--- config.mk ---
export PLATFORM = sky130hd
export DESIGN_NAME = amba_axi4_lite_reg_slave
export DESIGN_NICKNAME = d
export VERILOG_FILES = /design/src/rtl/amba_axi4_pkg.sv /design/src/rtl/amba_axi4_lite_reg_array.sv /design/src/rtl/amba_axi4_lite_reg_slave.sv
export SDC_FILE = /design/constraint.sdc
export NUM_CORES = 2
export LEC_CHECK = 0
export ABC_AREA = 1
export CAP_MARGIN = 20
export CORE_MARGIN = 5
export CORE_UTILIZATION = 35
export DETAILED_ROUTE_END_ITERATION = 8
export GPL_TIMING_DRIVEN = 1
export SETUP_SLACK_MARGIN = 0.4
export SLEW_MARGIN = 20
export SYNTH_ARGS = -nofsm -noshare
export SYNTH_HDL_FRONTEND = slang
export SYNTH_HIERARCHICAL = 1
export SYNTH_SLANG_ARGS = --single-unit
--- constraint.sdc ---
create_clock -name ACLK -period 2.45 [get_ports ACLK]
set_input_delay 0.49 -clock ACLK [delete_from_list [all_inputs] [get_ports ACLK]]
set_output_delay 0.49 -clock ACLK [all_outputs]
set_load 0.01 [all_outputs]
--- src/rtl/amba_axi4_pkg.sv ---
`default_nettype none
// ============================================================================
// amba_axi4_pkg -- AXI4 response encodings and protection bit positions. rev 1.0
// ============================================================================
package amba_axi4_pkg;

    typedef enum logic [1:0] {
        OKAY   = 2'b00,
        EXOKAY = 2'b01,
        SLVERR = 2'b10,
        DECERR = 2'b11
    } responses_t;

    localparam int PROT_PRIV_BIT = 0;

    // Decode errors outrank protection errors.
    function automatic responses_t access_resp(input logic in_range, input logic priv_ok);
        if (!in_range) begin
            return DECERR;
        end
        if (!priv_ok) begin
            return SLVERR;
        end
        return OKAY;
    endfunction

endpackage
`default_nettype wire

--- src/rtl/amba_axi4_lite_reg_array.sv ---
`default_nettype none
// ============================================================================
// amba_axi4_lite_reg_array -- register storage, byte-strobe merge, async read mux. rev 1.0
// ============================================================================
module amba_axi4_lite_reg_array
    import amba_axi4_pkg::*;
#(
    parameter int DATA_WIDTH = 64,
    parameter int NUM_REGS   = 16
) (
    input  logic                          ACLK,
    input  logic                          ARESETn,
    input  logic                          we,
    input  logic [$clog2(NUM_REGS)-1:0]   widx,
    input  logic [DATA_WIDTH-1:0]         wdata,
    input  logic [DATA_WIDTH/8-1:0]       wstrb,
    input  logic [$clog2(NUM_REGS)-1:0]   ridx,
    output logic [DATA_WIDTH-1:0]         rdata
);

    localparam int STRB_WIDTH = DATA_WIDTH / 8;
    localparam int IDX_WIDTH  = $clog2(NUM_REGS);

    logic [DATA_WIDTH-1:0] regs [NUM_REGS];

    always_ff @(posedge ACLK or negedge ARESETn) begin
        if (!ARESETn) begin
            for (int r = 0; r < NUM_REGS; r++) begin
                regs[r] <= '0;
            end
        end else if (we) begin
            for (int r = 0; r < NUM_REGS; r++) begin
                if (widx == IDX_WIDTH'(r)) begin
                    for (int b = 0; b < STRB_WIDTH; b++) begin
                        if (wstrb[b]) begin
                            regs[r][b*8 +: 8] <= wdata[b*8 +: 8];
                        end
                    end
                end
            end
        end
    end

    // Combinational so a same-edge read returns the pre-write value.
    assign rdata = regs[ridx];

endmodule
`default_nettype wire

--- src/rtl/amba_axi4_lite_reg_slave.sv ---
`default_nettype none
// ============================================================================
// amba_axi4_lite_reg_slave -- AXI4-Lite register bank subordinate; optional
// privilege checking with AXI4_LITE_SLAVE_PROT_CHECK_EN. rev 1.0
// ============================================================================
module amba_axi4_lite_reg_slave
    import amba_axi4_pkg::*;
#(
    parameter int ADDRESS_WIDTH = 32,
    parameter int DATA_WIDTH    = 64,
    parameter int NUM_REGS      = 16,
    localparam int STRB_WIDTH   = DATA_WIDTH / 8
) (
    input  logic                      ACLK,
    input  logic                      ARESETn,
    // write address
    input  logic                      AWVALID,
    output logic                      AWREADY,
    input  logic [ADDRESS_WIDTH-1:0]  AWADDR,
    input  logic [2:0]                AWPROT,
    // write data
    input  logic                      WVALID,
    output logic                      WREADY,
    input  logic [DATA_WIDTH-1:0]     WDATA,
    input  logic [STRB_WIDTH-1:0]     WSTRB,
    // write response
    output logic                      BVALID,
    input  logic                      BREADY,
    output responses_t                BRESP,
    // read address
    input  logic                      ARVALID,
    output logic                      ARREADY,
    input  logic [ADDRESS_WIDTH-1:0]  ARADDR,
    input  logic [2:0]                ARPROT,
    // read data
    output logic                      RVALID,
    input  logic                      RREADY,
    output logic [DATA_WIDTH-1:0]     RDATA,
    output logic [1:0]                RRESP
);

    localparam int OFS       = $clog2(STRB_WIDTH);
    localparam int IDX_WIDTH = $clog2(NUM_REGS);
    localparam int TOP_LSB   = OFS + IDX_WIDTH;

    logic                     rst_done;
    logic                     aw_held;
    logic                     w_held;
    logic [ADDRESS_WIDTH-1:0] aw_addr_q;
    logic [2:0]               aw_prot_q;
    logic [DATA_WIDTH-1:0]    w_data_q;
    logic [STRB_WIDTH-1:0]    w_strb_q;

    logic                     aw_hs;
    logic                     w_hs;
    logic                     ar_hs;
    logic                     commit;
    logic [ADDRESS_WIDTH-1:0] wr_addr;
    logic [2:0]               wr_prot;
    logic [DATA_WIDTH-1:0]    wr_data;
    logic [STRB_WIDTH-1:0]    wr_strb;
    logic                     wr_in_range;
    logic                     rd_in_range;
    logic                     wr_priv;
    logic                     rd_priv;
    responses_t               wr_resp;
    responses_t               rd_resp;
    logic                     reg_we;
    logic [DATA_WIDTH-1:0]    reg_rdata;
    logic                     unused_bits;

    // READY depends on registered state only, never on the VALIDs.
    assign AWREADY = rst_done & ~aw_held;
    assign WREADY  = rst_done & ~w_held;
    assign ARREADY = rst_done & ~RVALID;

    assign aw_hs = AWVALID & AWREADY;
    assign w_hs  = WVALID  & WREADY;
    assign ar_hs = ARVALID & ARREADY;

    assign wr_addr = aw_held ? aw_addr_q : AWADDR;
    assign wr_prot = aw_held ? aw_prot_q : AWPROT;
    assign wr_data = w_held  ? w_data_q  : WDATA;
    assign wr_strb = w_held  ? w_strb_q  : WSTRB;

    assign commit = (aw_held | aw_hs) & (w_held | w_hs) & (~BVALID | BREADY);

    assign wr_in_range = (wr_addr[ADDRESS_WIDTH-1:TOP_LSB] == '0);
    assign rd_in_range = (ARADDR[ADDRESS_WIDTH-1:TOP_LSB] == '0);

`ifdef AXI4_LITE_SLAVE_PROT_CHECK_EN
    assign wr_priv = wr_prot[PROT_PRIV_BIT];
    assign rd_priv = ARPROT[PROT_PRIV_BIT];
`else
    assign wr_priv = 1'b1;
    assign rd_priv = 1'b1;
`endif

    assign wr_resp = access_resp(wr_in_range, wr_priv);
    assign rd_resp = access_resp(rd_in_range, rd_priv);
    assign reg_we  = commit & (wr_resp == OKAY);

    // Byte-offset bits and unchecked protection bits carry no meaning here.
    assign unused_bits = ^{wr_prot, ARPROT, wr_addr[OFS-1:0], ARADDR[OFS-1:0]};

    always_ff @(posedge ACLK or negedge ARESETn) begin
        if (!ARESETn) begin
            rst_done  <= 1'b0;
            aw_held   <= 1'b0;
            w_held    <= 1'b0;
            aw_addr_q <= '0;
            aw_prot_q <= '0;
            w_data_q  <= '0;
            w_strb_q  <= '0;
            BVALID    <= 1'b0;
            BRESP     <= OKAY;
        end else begin
            rst_done <= 1'b1;
            if (aw_hs) begin
                aw_addr_q <= AWADDR;
                aw_prot_q <= AWPROT;
            end
            if (w_hs) begin
                w_data_q <= WDATA;
                w_strb_q <= WSTRB;
            end
            if (commit) begin
                aw_held <= 1'b0;
                w_held  <= 1'b0;
                BVALID  <= 1'b1;
                BRESP   <= wr_resp;
            end else begin
                // Beats that cannot commit yet wait in the held registers.
                if (aw_hs) begin
                    aw_held <= 1'b1;
                end
                if (w_hs) begin
                    w_held <= 1'b1;
                end
                if (BREADY) begin
                    BVALID <= 1'b0;
                end
            end
        end
    end

    always_ff @(posedge ACLK or negedge ARESETn) begin
        if (!ARESETn) begin
            RVALID <= 1'b0;
            RDATA  <= '0;
            RRESP  <= OKAY;
        end else if (ar_hs) begin
            RVALID <= 1'b1;
            RDATA  <= (rd_resp == OKAY) ? reg_rdata : '0;
            RRESP  <= rd_resp;
        end else if (RREADY) begin
            RVALID <= 1'b0;
        end
    end

    amba_axi4_lite_reg_array #(
        .DATA_WIDTH (DATA_WIDTH),
        .NUM_REGS   (NUM_REGS)
    ) u_reg_array (
        .ACLK    (ACLK),
        .ARESETn (ARESETn),
        .we      (reg_we),
        .widx    (wr_addr[OFS +: IDX_WIDTH]),
        .wdata   (wr_data),
        .wstrb   (wr_strb),
        .ridx    (ARADDR[OFS +: IDX_WIDTH]),
        .rdata   (reg_rdata)
    );

endmodule
`default_nettype wire

==> flow_summary.ini <==
[pwr]
ir_drop_mv = 0.7087
powerDensity_nw_per_um2 = 746.9
power_leakage_nw = 33.82

[critical_path]
crit_fanout = 8
worstSetupStartpointType = flip-flop
critPathKind = reg -> reg
crit_slowest_cell = dfrtp_4
crit_path_max_incr_delay_ns = 0.50
cp.buffers_inverters = 8
reg2reg_slack_ns = 0.04
worstPathRequired_ns = 3.09
critical-path-top-delay-family = buffers and inverters
crit_path_end_kind = flip-flop
path_cells = buf_8 > clkinv_4 > nand3_4 > nand2_2 > nand3b_1 > nor2_2 > nand2_2 > inv_2 > buf_12 > buf_12 > nand2_1 > inv_2 > clkbuf_16 > buf_4 > nand2_4 > nand2_1 > o21ai_0
cp.arrival_ns = 3.05

[clocking]
cts.sinks = 1196
cts-root-buf = clkbuf_16
cts_tree = built
clockBufferDepth = 3
cts_buffers = 137
h-tree-depth = 4
cts.clk_slew.worst_paths_ns = 0.06
clk_latency_ns = 0.77

[die]
start_util_pct = 35.27
pin_count = 222
fp-row-count = 147
die_y_um = 412.7
dieArea_um2 = 170300
coreArea_um2 = 160900
die_w_um = 412.7

[finish]
multiInputGateArea_um2 = 23240
layout_common_cells = nand2_1, dfrtp_1, o21ai_0, inv_1, nand3_1
area_delta_synth_final_pct = 25.45
drive_gt1_share_pct = 11.54
finalCoreUtilization_pct = 44.25
layout_commonest_cell = nand2_1
nets = 7960
seqCellArea_um2 = 29930
final_cell_area_um2 = 71210
nFillCells = 15960
instances_no_fill = 10070

[sta]
hold_viol_final = 0
period_share_pct = 98.22
slew_viol_final = 0
grt_setup_unrepaired = true
max_clock_freq_ghz = 0.4156
setup_viol = 0
finalHoldWorstSlack_ns = 0.2187
skew_ns = 0.03150
tightest_slew_ns = 1.010
max_slew_margin_pct = 32.69
min_period_ns = 2.406

[synth]
syn_area_um2 = 56760
syn_inst = 7543
avgSynthCellArea_um2 = 7.525
syn_nets = 7692
seq_area_frac_synth_pct = 52.73
synth.area.mux_share_pct = 0.3571
synth_compound_area_share_pct = 10.48
yosys_register_bits = 1196
synth_top_family_by_area = simple AND/OR/NAND/NOR gates
yosys_warnings = 6
synth_fa_ha_area_share_pct = 0
yosysUniqueCellTypes = 28
synth-simple-area-share_pct = 26.87
synthXorXnorAreaFrac_pct = 0

[global_routing]
antenna_found_initial = 3
grt_pass1_vias = 47610
overflow = 0
track_usage_pct = 20.43
grt_start_max_net_pins = 122
grt_pass1_wl_um = 276500

[routing]
dr.pass1.iters = 6
ant_nets = 0
drc = 0
viasPerCell = 4.946
avgRoutedWirePerCell_um = 17.66
num_vias = 49820
wirelength_um = 177900
drtIter0Drc = 4930

[placed_design]
gp_congestion = 0.8154
place_area_um2 = 64080
dp_hpwl_um = 108900
port-buffer-count = 209
placedCellCount = 9753

[run_status]
status = complete, no violations

[worst_hold_path]
hold_path.class = in -> async

[job]
max-cap-violations = 0
==> report_power, final <==
part	internal [W]	switching, W
clock	0.0126	0.00846
combinational	0.00363	0.00750
sequential	0.0206	0.000443
total	0.0368	0.0164
==> path summary, 6_finish.rpt <==
| check | startpoint | to | cells past startpoint |
|---|---|---|---|
| worst max-delay path | w_held | u_reg_array/regs[555] | 17 |
| worst min-delay path | ARESETn | u_reg_array/regs[749] | 2 |
| worst max register to register | w_held | u_reg_array/regs[555] | 17 |
| worst min register to register | RDATA[42] | RDATA[42] | 2 |
| max in group asynchronous | ARESETn | w_held | 4 |
| min in group ACLK | RREADY | RVALID | 2 |
==> routing by layer <==
metal | track usage, % | up-vias | routed length (um)
met4 | 5.991 | 0 | 4192
met5 | 0 | - | 0
met3 | 3.104 | 263 | 10880
met2 | 32.57 | 1535 | 81790
met1 | 28.87 | 23880 | 81040
li1 | - | 24150 | -
==> synth_stat cells, drive strengths merged <==
| cell type | number | share of area, % |
|---|---|---|
| nor3b | 1 | 0.022 |
| inv | 941 | 6.2 |
| nand2 | 2819 | 19 |
| nor2 | 60 | 0.43 |
| mux2 | 18 | 0.36 |
| conb | 1 | 0.0066 |
| clkbuf | 391 | 2.6 |
| buf | 80 | 0.75 |
| and2 | 2 | 0.022 |
| nand4 | 3 | 0.044 |
| nor2b | 1 | 0.011 |
| nand3b | 2 | 0.026 |
| a21oi | 3 | 0.026 |
| a22oi | 1 | 0.013 |
| nand3 | 840 | 7.7 |
| o21ai | 1184 | 10 |
| dfrtp | 1196 | 53 |
==> state kept, by name (all words and copies together), names as in the netlist <==
name / count
u_reg_array/regs: 1024
RDATA: 64
w_data_q: 64
aw_addr_q: 29
w_strb_q: 8
BRESP: 1
BVALID: 1
RRESP: 1
RVALID: 1
aw_held: 1
rst_done: 1
w_held: 1
==> cell type report <==
type	count	area share, %
clock buffers	197	5.759
well taps	2160	3.795
multi-input cells	4959	32.63
inverters	941	5.022
diodes	1	0.003514
clock inverters	44	0.7221
flip-flops and latches	1196	42.03
repair buffers	576	10.03
==> through the flow <==
step           setup slack [ns]  total power (W)  setup TNS, ns
6_report                0.04369          0.05319              0
5_1_grt                -0.06405          0.05549         -5.802
4_1_cts                 0.04573          0.05332              0
3_5_place_dp            -0.4372          0.03134        -322.30
3_3_place_gp            -0.4375          0.03121        -324.78
2_1_floorplan            0.2590          0.02572              0
==> logic make-up after synthesis <==
kind of cell | count (synthesis)
flip-flops | 1196
buffers and inverters | 1412
AO/OA/AOI/OAI | 1188
multiplexers | 18
other | 1
AND/OR/NAND/NOR | 3728
==> repair_timing <==
action / in CTS / in global routing
hold endpoints to repair: 289 / 0
endpoints found under the setup margin: 1097 / 1129
resized for setup: 219 / 302
hold buffers: 1 / 0
pin swaps: 38 / 43
setup buffers: 24 / 11
cloned: 25 / 18
Power figures use the tool's default switching activity.
